$ cat src/rtl/imem_arbiter.sv
// Two-port round-robin read arbiter in front of a single synchronous instruction ROM.
// Grants at most one requester per cycle; the response returns one cycle later on the owner's port.
module imem_arbiter #(
  parameter int ADDR_W    = 9,
  parameter int DATA_W    = 32,
  parameter int INIT_WAIT = 2
) (
  input  logic              clk,
  input  logic              reset,
  input  logic              req0_valid,
  input  logic [ADDR_W-1:0] req0_addr,
  output logic              req0_ready,
  input  logic              req1_valid,
  input  logic [ADDR_W-1:0] req1_addr,
  output logic              req1_ready,
  output logic              rsp0_valid,
  output logic [DATA_W-1:0] rsp0_data,
  output logic              rsp1_valid,
  output logic [DATA_W-1:0] rsp1_data,
  output logic [ADDR_W-1:0] mem_addr,
  input  logic [DATA_W-1:0] mem_dout,
  output logic              init_done
);

  localparam logic [0:0] ST_INIT = 1'b0;
  localparam logic [0:0] ST_RUN  = 1'b1;

  // Counter only needs to reach INIT_WAIT-1; keep at least one bit for INIT_WAIT <= 1.
  localparam int              CNT_W    = (INIT_WAIT > 1) ? $clog2(INIT_WAIT) : 1;
  localparam logic [CNT_W-1:0] CNT_LAST = (INIT_WAIT > 0) ? CNT_W'(INIT_WAIT - 1) : '0;

  logic [0:0]        r_state;
  logic [CNT_W-1:0]  r_cnt;
  logic              r_prio;
  logic [ADDR_W-1:0] r_addr;
  logic              r_rsp_vld_p1;
  logic              r_rsp_own_p1;

  logic              w_run;
  logic              w_gnt0_p0;
  logic              w_gnt1_p0;
  logic              w_gnt_p0;
  logic [ADDR_W-1:0] w_addr_p0;

  always_ff @(posedge clk or posedge reset) begin
    if (reset) begin
      r_state <= ST_INIT;
      r_cnt   <= '0;
    end else if (r_state == ST_INIT) begin
      r_cnt <= r_cnt + CNT_W'(1);
      if (r_cnt == CNT_LAST)
        r_state <= ST_RUN;
    end
  end

  assign w_run = (r_state == ST_RUN);

  // Stage p0: arbitration and ROM address (combinational grant)
  always_comb begin
    w_gnt0_p0 = 1'b0;
    w_gnt1_p0 = 1'b0;
    if (w_run) begin
      if (req0_valid && req1_valid) begin
        w_gnt0_p0 = ~r_prio;
        w_gnt1_p0 = r_prio;
      end else begin
        w_gnt0_p0 = req0_valid;
        w_gnt1_p0 = req1_valid;
      end
    end
  end

  assign w_gnt_p0  = w_gnt0_p0 | w_gnt1_p0;
  assign w_addr_p0 = w_gnt0_p0 ? req0_addr :
                     w_gnt1_p0 ? req1_addr : r_addr;

  always_ff @(posedge clk or posedge reset) begin
    if (reset) begin
      r_prio <= 1'b0;
      r_addr <= '0;
    end else if (w_gnt_p0) begin
      // Priority always moves to the requester that was not just served.
      r_prio <= w_gnt0_p0;
      r_addr <= w_addr_p0;
    end
  end

  // Stage p1: ROM output returns; route it to the owner captured at grant
  always_ff @(posedge clk or posedge reset) begin
    if (reset) begin
      r_rsp_vld_p1 <= 1'b0;
      r_rsp_own_p1 <= 1'b0;
    end else begin
      r_rsp_vld_p1 <= w_gnt_p0;
      if (w_gnt_p0)
        r_rsp_own_p1 <= w_gnt1_p0;
    end
  end

  assign req0_ready = w_gnt0_p0;
  assign req1_ready = w_gnt1_p0;
  assign mem_addr   = w_addr_p0;
  assign init_done  = w_run;
  assign rsp0_valid = r_rsp_vld_p1 & ~r_rsp_own_p1;
  assign rsp1_valid = r_rsp_vld_p1 & r_rsp_own_p1;
  assign rsp0_data  = mem_dout;
  assign rsp1_data  = mem_dout;

endmodule
$ cat config.mk
export PLATFORM = sky130hd
export DESIGN_NAME = imem_arbiter
export DESIGN_NICKNAME = d
export VERILOG_FILES = /design/src/rtl/imem_arbiter.sv
export SDC_FILE = /design/constraint.sdc
export NUM_CORES = 1
export LEC_CHECK = 0
export CAP_MARGIN = 10
export CELL_PAD_IN_SITES_DETAIL_PLACEMENT = 1
export CELL_PAD_IN_SITES_GLOBAL_PLACEMENT = 2
export CORE_AREA = 2 2 118 86
export DETAILED_ROUTE_END_ITERATION = 7
export DIE_AREA = 0 0 120 88
export PLACE_DENSITY = 0.77
export SLEW_MARGIN = 5
export SYNTH_ARGS = -nofsm -noshare
export SYNTH_HDL_FRONTEND = slang
export SYNTH_SLANG_ARGS = --single-unit
$ cat constraint.sdc
create_clock -name clk -period 1.7 [get_ports clk]
set_input_delay 0.34 -clock clk [delete_from_list [all_inputs] [get_ports clk]]
set_output_delay 0.34 -clock clk [all_outputs]
set_load 0.1 [all_outputs]
[Word level (Yosys, flattened, before mapping)]
Cells that the tools add are included.
Word-level totals
  output and inout bits: 78
  bits in registers: 14
  word-level logic and storage cells: 21
  input port bits: 54
Operators by class
  bitwise operators: 5
  muxes and demuxes: 8
  add/subtract/negate cells: 1
  reduce and logical (&&, ||, !) cells: 1
Operators with widths (count)
  $mux 9: 2
  $mux 1: 6
  $and 1x1->1: 2
  $not 1->1: 2
  $add 1x1->1 const B: 1
  $logic_and 1x1->1: 1
  $or 1x1->1: 1

[Longest topological paths before layout]
Gate-level depths: netlist (run 1).
  depth after elaboration: 5
  mapped depth: 4
  depth with buffers taken out: 3

[Worst setup path before layout (run 1)]
Ideal clock, no wire load.
  path kind: register to output
  start point: register r_state (netlist: init_done)
  end point: output port mem_addr[0]
  cell stages (with the launch flop): 5
  path buffers: 1
  slack: -1273 ps
  arrival time: 2633 ps
  data required time: 1360 ps
  cell sequence: dfrtp_1 -> nand2_1 -> a21oi_1 -> buf_2 -> a221o_1
On the way
  cells in the longest elaborated chain, start to end: 3
  elaborated cells on any way between the ends: 4
  classes of those cells: mux (4)
RTL lines
  from (decl): line 32  | logic [0:0] r_state;
  from (signal assigned): line 47  | r_state <= ST_INIT;
  from (signal assigned): line 52  | r_state <= ST_RUN;
  $mux 1: line 62  | if (w_run) begin
  named net req1_ready: line 15  | output logic req1_ready,
  $mux 9: line 75  | w_gnt1_p0 ? req1_addr : r_addr;
  $mux 9: line 74  | assign w_addr_p0 = w_gnt0_p0 ? req0_addr :
  to (decl): line 20  | output logic [ADDR_W-1:0] mem_addr,
The timed path passes the listed nets, and every way through them passes these cells.

[Worst setup path after layout (run 1)]
  start point: register r_state (netlist: init_done)
  end point: output port mem_addr[2]
On the way
  cells in the longest elaborated chain, start to end: 3
  elaborated cells on any way between the ends: 4
  classes of those cells: mux (4)
RTL lines (line)
  $mux 1: 62
  $mux 9: 75
  $mux 9 *: 74
Mark *: on every way between the ends. The rest lies on a longest branch, timed or not.

==> results of run 1 <==
## sequential cells by signal, summed over array words and instances (netlist names)
name / cells
r_prio: 1
r_rsp_own_p1: 1
r_addr: 9
r_rsp_vld_p1: 1
r_cnt: 1
init_done: 1
## power by group through the flow
stage                     registers (µW)  clock network, µW  logic [µW]
final                                375                500         724
after global routing                 378                534         753
after CTS                            375                526         713
after detailed placement             380                  0         680
after global placement               380                  0         676
after floorplan                      377                  0        1120
## layout by cell type (no fill, tap or decap), types with 2 or more instances in the layout
cell type	count
buf_6	4
dfrtp_1	13
and2_4	9
clkdlybuf4s50_1	19
clkbuf_16	4
a221o_1	9
a21o_2	2
inv_1	3
a221o_4	9
buf_12	16
buf_4	20
## logic make-up (layout without fill, tap and decap cells)
logic type | Yosys count | after routing | share of synthesized area
AOI/OAI and AO/OA | 23 | 23 | 0.180
xor gates and xnor gates | 1 | 1 | 0.00729
buffers and inverters | 72 | 70 | 0.435
DFF | 14 | 14 | 0.292
and+or+nand+nor | 14 | 14 | 0.0854
## cell type report
class,instances,area (µm²),area share
Clock buffer,4,88.8,0.0477
Inverter,3,11.3,0.00604
Multi-Input combinational cell,38,467,0.250
Sequential cell,14,354,0.190
Tap cell,128,160,0.0859
Timing Repair Buffer,63,783,0.420
## worst max-delay path: cells and delay by family, from the launching register on
kind                   cells  cell delay (ps)
flip-flops                 1              510
AO/OA/AOI/OAI              2              440
buffers and inverters      2              320
AND/OR/NAND/NOR            1               80
## Yosys cell counts (all sizes together)
master  number
or2          1
a21o         2
inv          3
nand2        2
xnor2        1
a221o       18
a21oi        2
o21ai        1
dfrtp       14
nor2b        1
and2        10
buf         69
## path summary, 6_finish.rpt
check | from | endpoint | slack [ps] | cells after the start
max in group asynchronous | reset | init_done | 790 | 2
min reg2reg | r_cnt | r_cnt | 480 | 1
max | init_done | mem_addr[2] | -250 | 5
max reg2reg | init_done | r_addr[1] | 180 | 5
min in group clk | r_cnt | r_cnt | 480 | 1
min | reset | r_addr[7] | 470 | 2
## routing by layer
layer	up-vias	global-route usage	wire length, µm
li1	355	-	-
met1	376	0.0713	1390
met2	25	0.0956	1510
met3	2	0.0124	119
met4	0	0.0267	40
met5	-	0	0
## stage by stage
stage                     instance area, µm²  hold WS, ps  setup TNS (ps)
after floorplan                         1350          229           -1670
after global placement                  1640          452           -5040
after detailed placement                1640          468           -5520
after CTS                               1810          475           -2600
after global routing                    1860          506           -2910
final                                   1860          472           -2410
## repair_timing
action / in CTS / in global routing
hold endpoints to repair: 0 / 0
resized for setup: 9 / 4
cloned: 1 / 1
buffers inserted: 4 / 2
pin swaps: 9 / 3
endpoints found under the setup margin: 11 / 11
==> run summary, run 1 <==
The period utilization came out at 1.15. The clock power share came out at 0.313. The worst slack after detailed placement is -501 ps. Yosys attributes the largest share of cell area to buf_4 (40%), dfrtp_1 (29%), a221o_1 (15%), and2_4 (5.1%), buf_2 (1.7%). The shortest period the worst path allows came out at 1950 ps.

The number of cell rows came out at 30. The net switching power of the design came out at 543 µW. The max-slew violation count came out at 0. The largest net degree at the start of global routing is 16. The post-synthesis average cell area is around 9.7 µm².

The count of final setup violators came out at 11. The maximum clock insertion buffer count came out at 2. The cell-internal power is 1060 µW.

The cell area after technology mapping is 1200 µm². The synthesis-to-layout area growth is 55.2%. The number of top-level pins is 132.

The number of nets in the finished design came out at 177. The die covers about 11000 µm². The level count of the clock H-tree came out at 1. Among the stages of the critical path, the cell type that occurs most often is buf_12. Along the worst path, the maximum fanout reaches 8.

For this run, the register share of the synthesized area comes to 0.292. The repair_antennas step left the layout with diodes totalling 0. The category of the worst setup path capture point is a primary output. The final reports fail on negative setup slack. For this run, the detailed router's first-pass iteration total came to 4. The number of distinct library cells after synthesis is 16. The global routing usage summed across all routing layers came out at 0.0572. The number of hold-slack violations in the final timing report is 0. Detailed placement finished with a half-perimeter wire length of 2200 µm. The count of synthesis-stage warnings from yosys came out at 0. The path class of the tightest hold or removal check is primary input to async pin. The final weighted congestion of routability-driven global placement is 0.581. The proportion of power drawn by flip-flops and latches is 0.235.

For the pin with the worst max-slew slack, the measured transition is around 600 ps. The CTS buffer count came out at 3. The analysis attributes to cell leakage a power of roughly 0.00079 µW.

The total placed cells including tap cells came out at 239. The first-pass GRT wire length is 4670 µm. The width of the die is 120 µm. The share of power burned in combinational logic came out at 0.453. The total overflow left after global routing is 0. The total power per unit cell area is between 800 and 900 nW/µm². The worst-case IR drop observed on VDD is 347 µV. The max-cap check violation count came out at 0. For this run, design rule violations remaining after detail routing come to 0. The number of clock sinks came out at 14. In this run the tool buffered the top-level ports with 35 buffer cells. The flow ran to the end, but the final reports show violations. Setup slack on the critical path of the routed design comes to -249 ps. The DRC marker count from the first detailed-route iteration came out at 20. The initial antenna violation count came to 0. The critical path launch point type is a register. Data on the critical path arrives at its endpoint at about 1600 ps. The type of the worst setup path is register to primary output. The fraction of layout instances using a drive strength above 1 is 0.615. The flip-flop and latch count after synthesis is 14.

The mean routed wirelength per cell came out at about 12 µm. The aggregate routed wire length is around 3100 µm. The delay of the slowest cell on the worst path came out at 510 ps.

After technology mapping, the gate count stands at 124. The starting utilization of the core area is 0.127. The share of the synthesized area in the top cell type is 0.400. The number of global-route vias before repair is 905.

Setup repair after global routing could not meet its margin everywhere. The layout filler cell count is around 1.1k. The filler-free cell count of the finished design came out at between 200 and 300. The height of the die is between 80 and 90 µm.

The largest total area in the synthesized netlist belongs to buf_4. Clock-pin slew was measured on the worst setup and hold paths at 50 ps. The critical path goes through nand2_4 -> a21oi_4 -> buf_12 -> a221o_4 -> buf_12. At the worst endpoint, the required time is 1360 ps. The number of hold-repair buffers added at the cts stage is 0. The remaining antenna violation count is 0. The root buffer cell is clkbuf_16. Total power for the finished layout comes to 1600 µW. The final design utilization came out at 0.198. Detailed routing inserted a total of 758 vias. Of the total power, the share spent switching nets is 0.340. The peak clock frequency supported by timing is approximately 0.51 GHz.

Among all stages on the critical path, the largest delay is contributed by dfrtp_4. The source-to-sink clock delay at the later pin of the worst-skew pair is 240 ps. The clock tree from TritonCTS is done. The total nets after synthesis came out at 178.

In this run the standard cell core region covers 9420 µm². The clock skew after layout is between 1 and 1.5 ps. The relative slew slack is 0.608. The routed via count divided by cell count came out at 3.03.
Note: power is estimated with default switching activity, not from simulation.
==> inputs of run 2 (changes only) <==
--- a/config.mk
+++ b/config.mk
@@ -9,6 +9,7 @@
 export CELL_PAD_IN_SITES_DETAIL_PLACEMENT = 1
 export CELL_PAD_IN_SITES_GLOBAL_PLACEMENT = 2
 export CORE_AREA = 2 2 118 86
+export CTS_CLUSTER_DIAMETER = 50
 export DETAILED_ROUTE_END_ITERATION = 7
 export DIE_AREA = 0 0 120 88
 export PLACE_DENSITY = 0.77
==> constraint.sdc (replaced) <==
create_clock -name clk -period 1.8 [get_ports clk]
set_input_delay 0.36 -clock clk [delete_from_list [all_inputs] [get_ports clk]]
set_output_delay 0.36 -clock clk [all_outputs]
set_load 0.1 [all_outputs]
==> run summary, run 2 (synthesized netlist as in run 1, its figures left out) <==
The flow ran to the end, but the final reports show violations. The final reports fail on negative setup slack. The max-slew violation count is 0 (unchanged). TritonCTS built the clock tree. The residual DRC count is 0 (unchanged). The number of hold-slack violations in the final timing report came out at 0 (unchanged). The CTS buffer count is 3 (unchanged). The number of clock sinks is 14 (unchanged). The port buffer count is 35 (unchanged). The transition time at the pin with the least slew margin came to 268 ps (-320 ps). The remaining antenna violation count came out at 0 (unchanged). The synthesis-to-layout area growth is 46.9%.

The aggregate routed wire length came out at 3140 µm (+2.8%). The width of the die came out at 120 µm (unchanged). The starting utilization of the core area is 0.127 (unchanged).

CTS placed an instance of clkbuf_16 at the clock tree root. The setup path with the least slack is of type register to primary output. The max-cap check violation count is 0 (unchanged).

The register area is 354 µm² (unchanged). The maximum clock insertion buffer count came out at 2 (unchanged). The die area is 10600 µm² (unchanged).

More flip-flops sit in one register than any other, and that register is r_addr. The number of iterations in the first detailed-routing pass is 4 (unchanged). The power consumption came out at 1480 µW (-7.4%).

The post-layout instance area is 1760 µm² (-5.4%). In the layout the commonest cells are clkdlybuf4s50_1 (19), buf_12 (16), dfrtp_1 (13). Counting I/O delays and the setup requirement, the final critical path takes 1990 ps. The clock skew after layout came out at 3.75 ps (+2.68 ps). The delay of the slowest cell on the worst path came out at 510 ps (about the same). The fraction of layout instances using a drive strength above 1 was 0.560 (-0.0551).

The total power per unit cell area is 839 nW/µm² (-2.2%). The count of final setup violators is 9 (-2). The endpoint arrival time on the critical path was 1630 ps (+20 ps). The peak clock frequency supported by timing came out at 0.502 GHz.

The HPWL reported at the end of detailed placement came out at 2050 µm (-6.8%). The accumulated negative setup slack came out at -1660 ps (+755 ps). The initial antenna violation count was 0 (unchanged). The path class of the tightest hold or removal check is primary input to async pin. Of the available clock period, the critical path in the final layout requires 1.11. The total leakage power was 0.000726 µW (-8.3%). The DRC marker count from the first detailed-route iteration came to 21 (+5.0%). The flip-flop count of the largest register, all copies and words added was 9 (unchanged). The area of the multi-input gates came out at 467 µm² (unchanged). The library cell used most frequently in the layout, excluding fill and tap cells, is clkdlybuf4s50_1. Grouping stages by cell kind, the critical path spends the most delay in flip-flops. The cell area after placement came out at 1560 µm² (-5.0%). The height of the die came out at 88 µm (unchanged). The level count of the clock H-tree is 1 (unchanged). Setup repair after global routing could not meet its margin everywhere. STA classifies the critical path endpoint as a primary output. The mean routed wirelength per cell was 13.3 µm (+8.4%).

The layout filler cell count came out at 1035 (-1.5%). The leftover overflow at the end of global routing is 0 (unchanged). The final worst-path setup slack is -194 ps (+55.9 ps).

The global routing usage summed across all routing layers is 0.0527 (-0.00450). The number of vias after detailed routing came out at 724 (-4.5%). The routed via count divided by cell count is 3.05 (+0.75%). The number of hold-repair buffers added at the cts stage is 0 (unchanged). The peak ir drop on the vdd network is 270 µV (-22%). The relative slew slack came out at 0.821 (+0.214).

The area of the core region is 9420 µm² (unchanged). The count of antenna diodes in the layout is 0 (unchanged). The buffering stage count on the worst path with inverters included came to 2 (unchanged). The worst-path maximum fanout came to 5 (-3). The number of nets in the finished design is 164 (-7.3%). The clock-pin slew on the worst setup and hold paths came to 50 ps (about the same).

The number of global-route vias before repair was 815 (-9.9%). The worst path required time came out at 1440 ps (+80 ps). STA classifies the critical path startpoint as a register.

The final weighted congestion of routability-driven global placement is 0.631 (+8.7%). The number of top-level pins is 132 (unchanged). The number of cell rows is 30 (unchanged). Walking the worst path, the cells encountered are nand2_4 -> a21oi_4 -> clkbuf_16 -> a221o_4 -> buf_12.

The source-to-sink clock delay at the later pin of the worst-skew pair is 240 ps (about the same). The first-pass GRT wire length came out at 4340 µm (-7.1%). The largest net degree at the start of global routing is 21 (+5). The cell type of the slowest stage on the worst timing path is dfrtp_4.
[run 2: final timing paths]
kind | to | startpoint | slack (ps) | cells past startpoint
worst min-delay path | r_rsp_own_p1 | reset | 430 | 3
min in group clk | r_cnt | r_cnt | 470 | 1
worst max register to register | r_addr[0] | init_done | 240 | 6
worst max-delay path | mem_addr[4] | init_done | -190 | 5
max in group asynchronous | init_done | reset | 1170 | 3
worst min register to register | r_cnt | r_cnt | 470 | 1
[run 2: power by group]
part | switching [µW] | total [µW] | internal, µW
sequential | 11.8 | 356 | 344
combinational | 368 | 661 | 293
clock | 127 | 463 | 337
total | 507 | 1480 | 974
[run 2: repair_timing]
action / 4_1_cts / 5_1_grt
endpoints found under the setup margin: 11 / 11
cloned: 0 / 3
pin swaps: 0 / 8
setup buffers: 2 / 2
resized for setup: 3 / 6
[run 2: layout make-up]
class	count	area share
Inverter	3	0.00638
Clock buffer	4	0.0504
Multi-Input combinational cell	38	0.265
Timing Repair Buffer	50	0.387
Tap cell	128	0.0908
Sequential cell	14	0.201
[run 2: routing by layer]
layer	wire length [µm]	global-route usage	up-vias
met5	0	0	-
met4	27	0.0203	0
met3	155	0.0169	2
met2	1430	0.0883	21
met1	1530	0.0637	368
li1	-	-	333
[run 2: tightest hold or removal path, delay by kind of cell]
| family | cells | cell delay, ps |
|---|---|---|
| buffers and inverters | 3 | 680 |
[run 2: through the flow]
step	hold slack [ps]	cells	setup WS, ps	utilization
floorplan	249	124	-119	-
global placement	454	228	-417	0.166
detailed placement	459	228	-423	0.166
CTS	446	234	-223	0.176
global route	473	237	-233	0.187
finish	433	237	-194	0.187
